[src/rtl/tspp_types_pkg.sv]
// Shared types for the fetch/execute boundary of the two-stage pipeline.
package tspp_types_pkg;

  localparam int FE_WORD_W = 32;

  typedef logic [FE_WORD_W-1:0] word_t;

  // Canonical NOP (addi x0, x0, 0) shown to execute whenever nothing is held.
  localparam word_t DEFAULT_NOP_INSTR = 32'h0000_0013;

  // Encoding doubles as the occupancy count, so occupancy is a plain register.
  typedef enum logic [1:0] {
    EMPTY = 2'd0,
    ONE   = 2'd1,
    FULL  = 2'd2
  } skid_state_t;

  typedef struct packed {
    word_t pc;
    word_t instr;
    word_t npc;
  } fe_entry_t;

endpackage

[src/rtl/fetch_execute_if.sv]
// Bundle of the fetch-to-execute transfer: fetch drives the fetch side,
// the skid buffer sits in the middle and execute consumes the ex side.
interface fetch_execute_if;
  import tspp_types_pkg::*;

  logic      fetch_valid;
  fe_entry_t fetch_entry;
  logic      fetch_ready;
  logic      ex_valid;
  fe_entry_t ex_entry;
  logic      ex_ready;

  modport fetch  (output fetch_valid, fetch_entry, input fetch_ready);
  modport buffer (input fetch_valid, fetch_entry, ex_ready,
                  output fetch_ready, ex_valid, ex_entry);
  modport ex     (input ex_valid, ex_entry, output ex_ready);

endinterface

[src/rtl/fe_entry_reg.sv]
// One pc/instr/npc entry with load enable and synchronous clear; clear and
// reset both return the entry to RST_VAL.
module fe_entry_reg
  import tspp_types_pkg::*;
#(
  parameter fe_entry_t RST_VAL = '0
) (
  input  logic      clk,
  input  logic      rst,
  input  logic      load,
  input  logic      clear,
  input  fe_entry_t d,
  output fe_entry_t q
);

  // Entry storage: clear wins over load.
  // NOTE: entries are reset explicitly; the empty-buffer output must be a
  // known NOP, not whatever the flops power up with.
  always_ff @(posedge clk or posedge rst) begin
    if (rst) begin
      q <= RST_VAL;
    end else if (clear) begin
      q <= RST_VAL;
    end else if (load) begin
      q <= d;
    end
  end

endmodule

[src/rtl/fetch_execute_skid.sv]
// Two-entry skid buffer between fetch and execute. Head entry drives ex_*,
// skid entry absorbs the one instruction fetch may send while execute stalls.
// fetch_ready comes from a flop, so there is no combinational ready path
// from execute back into fetch.
module fetch_execute_skid
  import tspp_types_pkg::*;
#(
  // Must match word_t; entries are stored as fe_entry_t.
  parameter int                WORD_W    = FE_WORD_W,
  parameter logic [WORD_W-1:0] NOP_INSTR = DEFAULT_NOP_INSTR
) (
  input  logic              CLK,
  input  logic              nRST,   // active-high asynchronous reset
  input  logic              fetch_valid,
  input  logic [WORD_W-1:0] fetch_pc,
  input  logic [WORD_W-1:0] fetch_instr,
  input  logic [WORD_W-1:0] fetch_npc,
  output logic              fetch_ready,
  output logic              ex_valid,
  output logic [WORD_W-1:0] ex_pc,
  output logic [WORD_W-1:0] ex_instr,
  output logic [WORD_W-1:0] ex_npc,
  input  logic              ex_ready,
  input  logic              flush,
  output logic [1:0]        occupancy
);

  localparam fe_entry_t HEAD_RST = {{WORD_W{1'b0}}, NOP_INSTR, {WORD_W{1'b0}}};

  fetch_execute_if fe_if ();

  skid_state_t state, state_nxt;
  logic        valid_nxt;
  logic        accept, consume;
  logic        head_load, skid_load, skid_clear;
  fe_entry_t   head_d, head_q, skid_q;

  assign fe_if.fetch_valid = fetch_valid;
  assign fe_if.fetch_entry = '{pc: fetch_pc, instr: fetch_instr, npc: fetch_npc};
  assign fe_if.ex_ready    = ex_ready;
  assign fe_if.ex_entry    = head_q;

  assign accept  = fe_if.fetch_valid && fe_if.fetch_ready;
  assign consume = fe_if.ex_valid && fe_if.ex_ready;

  // Next state and entry moves; flush overrides every handshake.
  // NOTE: every output of this block is defaulted first so no path leaves a
  // signal unassigned, which would infer a latch.
  always_comb begin
    state_nxt  = state;
    valid_nxt  = fe_if.ex_valid;
    head_load  = 1'b0;
    head_d     = fe_if.fetch_entry;
    skid_load  = 1'b0;
    skid_clear = 1'b0;
    if (flush) begin
      state_nxt    = EMPTY;
      valid_nxt    = 1'b0;
      head_load    = 1'b1;
      head_d       = head_q;
      head_d.instr = NOP_INSTR;
      skid_clear   = 1'b1;
    end else begin
      case (state)
        EMPTY: begin
          if (accept) begin
            state_nxt = ONE;
            valid_nxt = 1'b1;
            head_load = 1'b1;
          end
        end
        ONE: begin
          if (accept && consume) begin
            head_load = 1'b1;
          end else if (accept) begin
            state_nxt = FULL;
            skid_load = 1'b1;
          end else if (consume) begin
            // pc/npc keep their last values; only the instruction becomes NOP.
            state_nxt    = EMPTY;
            valid_nxt    = 1'b0;
            head_load    = 1'b1;
            head_d       = head_q;
            head_d.instr = NOP_INSTR;
          end
        end
        FULL: begin
          if (consume) begin
            state_nxt = ONE;
            head_load = 1'b1;
            head_d    = skid_q;
          end
        end
        default: begin
          state_nxt = EMPTY;
          valid_nxt = 1'b0;
        end
      endcase
    end
  end

  // State, valid and registered ready.
  // NOTE: non-blocking assignments so every flop samples pre-edge values.
  always_ff @(posedge CLK or posedge nRST) begin
    if (nRST) begin
      state             <= EMPTY;
      fe_if.ex_valid    <= 1'b0;
      fe_if.fetch_ready <= 1'b1;
    end else begin
      state             <= state_nxt;
      fe_if.ex_valid    <= valid_nxt;
      fe_if.fetch_ready <= (state_nxt != FULL);
    end
  end

  fe_entry_reg #(.RST_VAL(HEAD_RST)) u_head (
    .clk   (CLK),
    .rst   (nRST),
    .load  (head_load),
    .clear (1'b0),
    .d     (head_d),
    .q     (head_q)
  );

  fe_entry_reg #(.RST_VAL('0)) u_skid (
    .clk   (CLK),
    .rst   (nRST),
    .load  (skid_load),
    .clear (skid_clear),
    .d     (fe_if.fetch_entry),
    .q     (skid_q)
  );

  assign fetch_ready = fe_if.fetch_ready;
  assign ex_valid    = fe_if.ex_valid;
  assign ex_pc       = fe_if.ex_entry.pc;
  assign ex_instr    = fe_if.ex_entry.instr;
  assign ex_npc      = fe_if.ex_entry.npc;
  assign occupancy   = state;

endmodule

[config.mk]
export PLATFORM = sky130hd
export DESIGN_NAME = fetch_execute_skid
export DESIGN_NICKNAME = d
export VERILOG_FILES = /design/src/rtl/tspp_types_pkg.sv /design/src/rtl/fetch_execute_if.sv /design/src/rtl/fe_entry_reg.sv /design/src/rtl/fetch_execute_skid.sv
export SDC_FILE = /design/constraint.sdc
export NUM_CORES = 1
export LEC_CHECK = 0
export CORE_ASPECT_RATIO = 1.4
export CORE_MARGIN = 5
export CORE_UTILIZATION = 55
export CTS_BUF_LIST = sky130_fd_sc_hd__clkbuf_8 sky130_fd_sc_hd__clkbuf_16
export CTS_CLUSTER_SIZE = 14
export DETAILED_ROUTE_END_ITERATION = 10
export PLACE_DENSITY = 0.86
export SETUP_SLACK_MARGIN = 0.15
export SLEW_MARGIN = 20
export SYNTH_ARGS = -nofsm -noshare
export SYNTH_HDL_FRONTEND = slang
export SYNTH_SLANG_ARGS = --single-unit
[constraint.sdc]
create_clock -name CLK -period 11.95 [get_ports CLK]
set_clock_uncertainty 0.15 [all_clocks]
set_input_delay 1.7925 -clock CLK [delete_from_list [all_inputs] [get_ports CLK]]
set_output_delay 1.7925 -clock CLK [all_outputs]
set_load 0.05 [all_outputs]
Yosys cells after proc, flatten, opt, wreduce, memory -nomap -nowiden
Index checks and enable logic that the tools add are counted.
Word-level totals
  register bits after elaboration: 196
  bits of input ports: 101
  output and inout bits: 100
  word-level logic and storage cells: 57
Operators by class
  mux-type cells: 31
  reduce and logical (&&, ||, !) cells: 7
  eq/ne operators: 9
  bitwise logic cells: 1
Operators by type and width (count)
  96-bit two-way mux: 6
  96-bit one-hot mux with 2 select lines: 1
  64-bit two-way mux: 1
  1-bit two-way mux: 14
  2-bit two-way mux: 6
  3-bit != test (second input constant): 4
  1-bit one-hot mux with 3 select lines: 2
  2-bit one-hot mux with 3 select lines: 1
  5-bit AND reduction: 1
  2-bit != test (second input constant): 2
  4-bit != test (second input constant): 1
  1-bit logical AND: 3
  3-bit AND reduction: 1
  2-bit by 1-bit equality test with 1-bit output (second input constant): 1
  2-bit equality test (second input constant): 1
  2-bit zero test: 1
  2-bit nonzero test: 1
  1-bit NOT: 1

Depth between registers and ports, before layout
  depth in word-level cells: 7
  gate-level depth with buffers: 9
  mapped depth without buffers: 6

Hierarchy
Synthesis repeated with hierarchy kept, for this count alone.
Unflattened totals
  cell total of the unflattened synthesis: 921
  area, all modules: 10048.4 µm²
Modules (own cells, without submodules)
  fe_entry_reg (u_head): area each 3921.3 µm², cells each 311, seq. area each 2406.1 µm², times used 1
  fe_entry_reg (u_skid): area each 3913.8 µm², cells each 311, seq. area each 2402.3 µm², times used 1
  fetch_execute_skid: area each 2213.4 µm², cells each 299, seq. area each 101.3 µm², times used 1

Worst setup path before layout
No wires, ideal clock.
  path type: input -> register
  from: input port fetch_valid
  to: register u_head.q[49] in the netlist's numbering
  setup slack: 8813 ps
  arrival: 2869 ps
  required time: 11682 ps
  cell stages on the path: 6
  buffers on the path: 2
  library setup time: 118 ps
  path through: and2_1 clkbuf_2 o21ai_2 clkbuf_1 a311oi_1 a21o_1
Between the ends
  longest elaborated chain between the ends: 5
  elaborated cells between the ends (all ways): 11
  classes of those cells: mux (9); reduce/logical (2)
RTL lines
  from (decl): line fetch_execute_skid.sv:14  | input logic fetch_valid,
  1-bit logical AND (*): line fetch_execute_skid.sv:43  | assign accept = fe_if.fetch_valid && fe_if.fetch_ready;
  1-bit two-way mux (tied with other cells): line fetch_execute_skid.sv:75  | end else if (accept) begin
  1-bit two-way mux / 96-bit two-way mux (equally long branches): line fetch_execute_skid.sv:73  | if (accept && consume) begin
  1-bit one-hot mux with 3 select lines / 96-bit one-hot mux with 2 select lines (equally long branches): line fetch_execute_skid.sv:64  | case (state)
  1-bit two-way mux / 64-bit two-way mux (equally long branches): line fetch_execute_skid.sv:56  | if (flush) begin
  to (signal assigned): line fe_entry_reg.sv:21  | q <= RST_VAL;
  to (signal assigned): line fe_entry_reg.sv:23  | q <= RST_VAL;
  to (signal assigned): line fe_entry_reg.sv:25  | q <= d;
  to (decl): line fe_entry_reg.sv:13  | output fe_entry_t q
Every way passes the cells marked *; elsewhere a longest branch is shown, timed or not.
A chain may end at the register's enable or synchronous reset.

Worst setup path in the final report
  from: input port ex_ready
  to: register u_head.q[93] in the netlist's numbering
Between the ends
  longest elaborated chain between the ends: 7
  elaborated cells between the ends (all ways): 12
  classes of those cells: eq/ne (1); mux (8); reduce/logical (3)
RTL lines
  from (decl): line fetch_execute_skid.sv:23  | input logic ex_ready,
  1-bit logical AND (*): line fetch_execute_skid.sv:44  | assign consume = fe_if.ex_valid && fe_if.ex_ready;
  1-bit two-way mux: line fetch_execute_skid.sv:78, fetch_execute_skid.sv:88
  1-bit two-way mux: line fetch_execute_skid.sv:75
  1-bit two-way mux: line fetch_execute_skid.sv:73
  1-bit one-hot mux with 3 select lines: line fetch_execute_skid.sv:64
  1-bit two-way mux: line fetch_execute_skid.sv:56
  3-bit AND reduction (no line)
Marked as above.

==> impl_metrics.toml <==
[worst_setup_path]
cp.buffers_inverters = 2
crit_chain = "clkdlybuf4s50_1 > nand2_1 > o21ai_4 > buf_4 > o211ai_1 > mux2_2"
cp-start-kind = "input port"
critical_path_class = "input port to register"
crit_arrival_ns = 4.65
cp.required_ns = 12.12
cpPeakStageDelay_ns = 0.81
critical-path-slowest-cell = "o21ai_4"
ff2ff_path_depth = 6
endpoint_kind = "register"
path_delay_family = "buffers and inverters"
cp.depth = 6
path_max_fanout = 49

[drt]
vias = 8282
ant_nets = 0
drc = 0
wl_per_cell_um = 18.64
drt_iter0_drc = 648
first_pass_iters = 7
routed_wl_um = 26080
vias_per_cell = 5.920

[placed_design]
port_buffers = 200
gp_congestion = 0.8093
placedCellCount = 1364
dp_hpwl_um = 16270

[finish]
drive_gt1_frac = 0.1022
stdcell_count = 1399
final_common_cell = "nand2_1"
layout_common_cells = "277 x nand2_1, 199 x clkdlybuf4s50_1, 192 x dfrtp_1, 114 x a21oi_1, 68 x o21ai_0"
fin_nets = 1286
area_growth_pct = 27.51

[clocking]
cts_buffer_depth = 2
cts_setup_buffers = 0
cts_tree = "yes"
numCtsBuffers = 17
cts_hold_buffers = 0
root_buffer = "clkbuf_16"
cts.repair.resized = 0
htreeDepth = 4
clkTransAtPathRegs_ns = 0.07
cts_sinks = 196
clk_latency_ns = 0.43

[outcome]
outcome = "completed"

[logic_synthesis]
synth_top_cell_area_share = 0.5086
synth_flop_cell = "dfrtp_1"
seq_area_frac_synth = 0.5197
synthArstFlopShare = 1.000
synthesis.nets = 1141
synth_top_area_cell = "dfrtp_1"
synth_xor_area_frac = 0
synthSimpleGateAreaFrac = 0.1318
synth-seq-cells = 196
synthTopCellsByArea = "dfrtp_1 51%, nand2_1 11%, mux2_2 7.6%"
synth_edf_count = 0
syn_area_per_cell_um2 = 9.118
synth_top_family_by_area = "compound AO/OA/AOI/OAI gates"
yosysUniqueCellTypes = 36
synth_compound_area_frac = 0.2012
syn_area_um2 = 9447
synthMuxAreaShare = 0.07629
synth_adder_area_share = 0.005298
ys_warn_count = 0
synth_cells = 1036

[pwr]
p_per_area_nw_per_um2 = 246.4
p_sw_mw = 1.341
leakagePower_nw = 5.159
p_comb_frac = 0.490
pwr-share-seq = 0.324
peakVddDrop_v = 0.0001769
internal_power_mw = 1.628
switching_share = 0.4517
clock_power_share = 0.186

[sta]
rsz0062_at_grt = "false"
min_period_ns = 4.484
fmax_mhz = 223.0
worstMarginPinSlew_ns = 1.121
max_slew_margin = 0.2530
finalCritPeriodShare = 0.3752
finalMaxSlewViolations = 0
finalHoldViolCount = 0
finalSetupTns_ns = 0
final-setup-viol-count = 0

[global_routing]
grt_start_max_net_pins = 125
grt_pass1_wl_um = 42300
antenna_found_initial = 1
grt_use_total = 0.2652
grt.overflow.total = 0
first_global_vias = 8500

[floorplan]
fp.dieW_um = 120.8
initial_utilization = 0.5618
die_h_um = 165.1
core_um2 = 16820
io_pins = 201
rows = 56
die_area_um2 = 19930

[job]
cap_viol_max_count = 0

[hold_path]
min_path_type = "register to register"
whs_path_depth = 1
## synth_stat cells, types with 2 or more instances
library cell,instances
a21oi_1,114
o21ai_0,68
nand2_1,278
a311oi_1,15
inv_1,68
clkbuf_1,39
a21o_1,16
mux2_2,64
nor3_1,4
a221o_1,14
nor2_1,6
and3_1,16
dfstp_2,4
buf_1,4
buf_2,39
ha_1,4
o211ai_1,67
dfrtp_1,192
a211oi_1,2
nand3_1,2
a31oi_1,5
## kinds of logic (layout without fill, tap and decap cells)
logic type | count (synthesis) | in the layout
buffers and inverters | 152 | 310
multiplexers | 64 | 64
adder cells (fa/ha/maj) | 4 | 4
AO/OA/AOI/OAI | 307 | 307
other | 0 | 2
AND/OR/NAND/NOR | 313 | 313
flip-flops | 196 | 196
## power by group through the flow
stage,Clock (mW),Sequential (mW),Combinational [mW]
after floorplan,0,1.44,0.500
after global placement,0,0.965,1.43
after detailed placement,0,0.970,1.45
after CTS,0.560,0.961,1.46
after global routing,0.588,0.983,1.54
final,0.552,0.962,1.45
## stage by stage
step	area, um^2	total power [mW]	utilization	setup WS (ns)	hold WS (ns)
floorplan	9447	1.936	-	4.674	0.3371
global placement	11450	2.392	0.6809	7.160	0.3092
detailed placement	11450	2.423	0.6809	7.105	0.3162
CTS	12020	2.978	0.7148	7.538	0.3334
global route	12040	3.110	0.7161	7.362	0.3511
finish	12050	2.968	0.7163	7.466	0.3297
## cell type report
| class | instances | area [um^2] |
|---|---|---|
| diodes | 2 | 5.005 |
| clock buffers | 17 | 425.4 |
| clock inverters | 15 | 145.1 |
| fillers | 1230 | 4771 |
| inverters | 69 | 266.5 |
| multi-input cells | 688 | 3960 |
| flip-flops and latches | 196 | 4910 |
| well taps | 203 | 254.0 |
| repair buffers | 209 | 2079 |
## registers in the layout (all words and copies together), names as in the netlist
name / flops
occupancy: 2
fetch_ready: 1
u_skid.q: 96
u_head.q: 96
ex_valid: 1
## layer usage
| metal | vias to the layer above | wire length [um] | part of all wire | global-route usage |
|---|---|---|---|---|
| met2 | 350 | 13570 | 0.52 | 0.4559 |
| met5 | - | 0 | 0 | 0 |
| li1 | 3827 | - | - | - |
| met1 | 4049 | 9950 | 0.38 | 0.3204 |
| met4 | 0 | 831 | 0.032 | 0.1232 |
| met3 | 56 | 1723 | 0.066 | 0.05588 |
## worst paths after layout
path | startpoint | slack, ns | end
max in group asynchronous | nRST | 8.41 | u_head.q[60]
max | ex_ready | 7.47 | u_head.q[93]
min reg2reg | u_head.q[63] | 0.33 | u_head.q[63]
max reg2reg | occupancy[0] | 8.58 | u_head.q[49]
min in group asynchronous | nRST | 1.78 | u_head.q[65]
min | u_head.q[63] | 0.33 | u_head.q[63]
(Power assumes the default switching activity.)
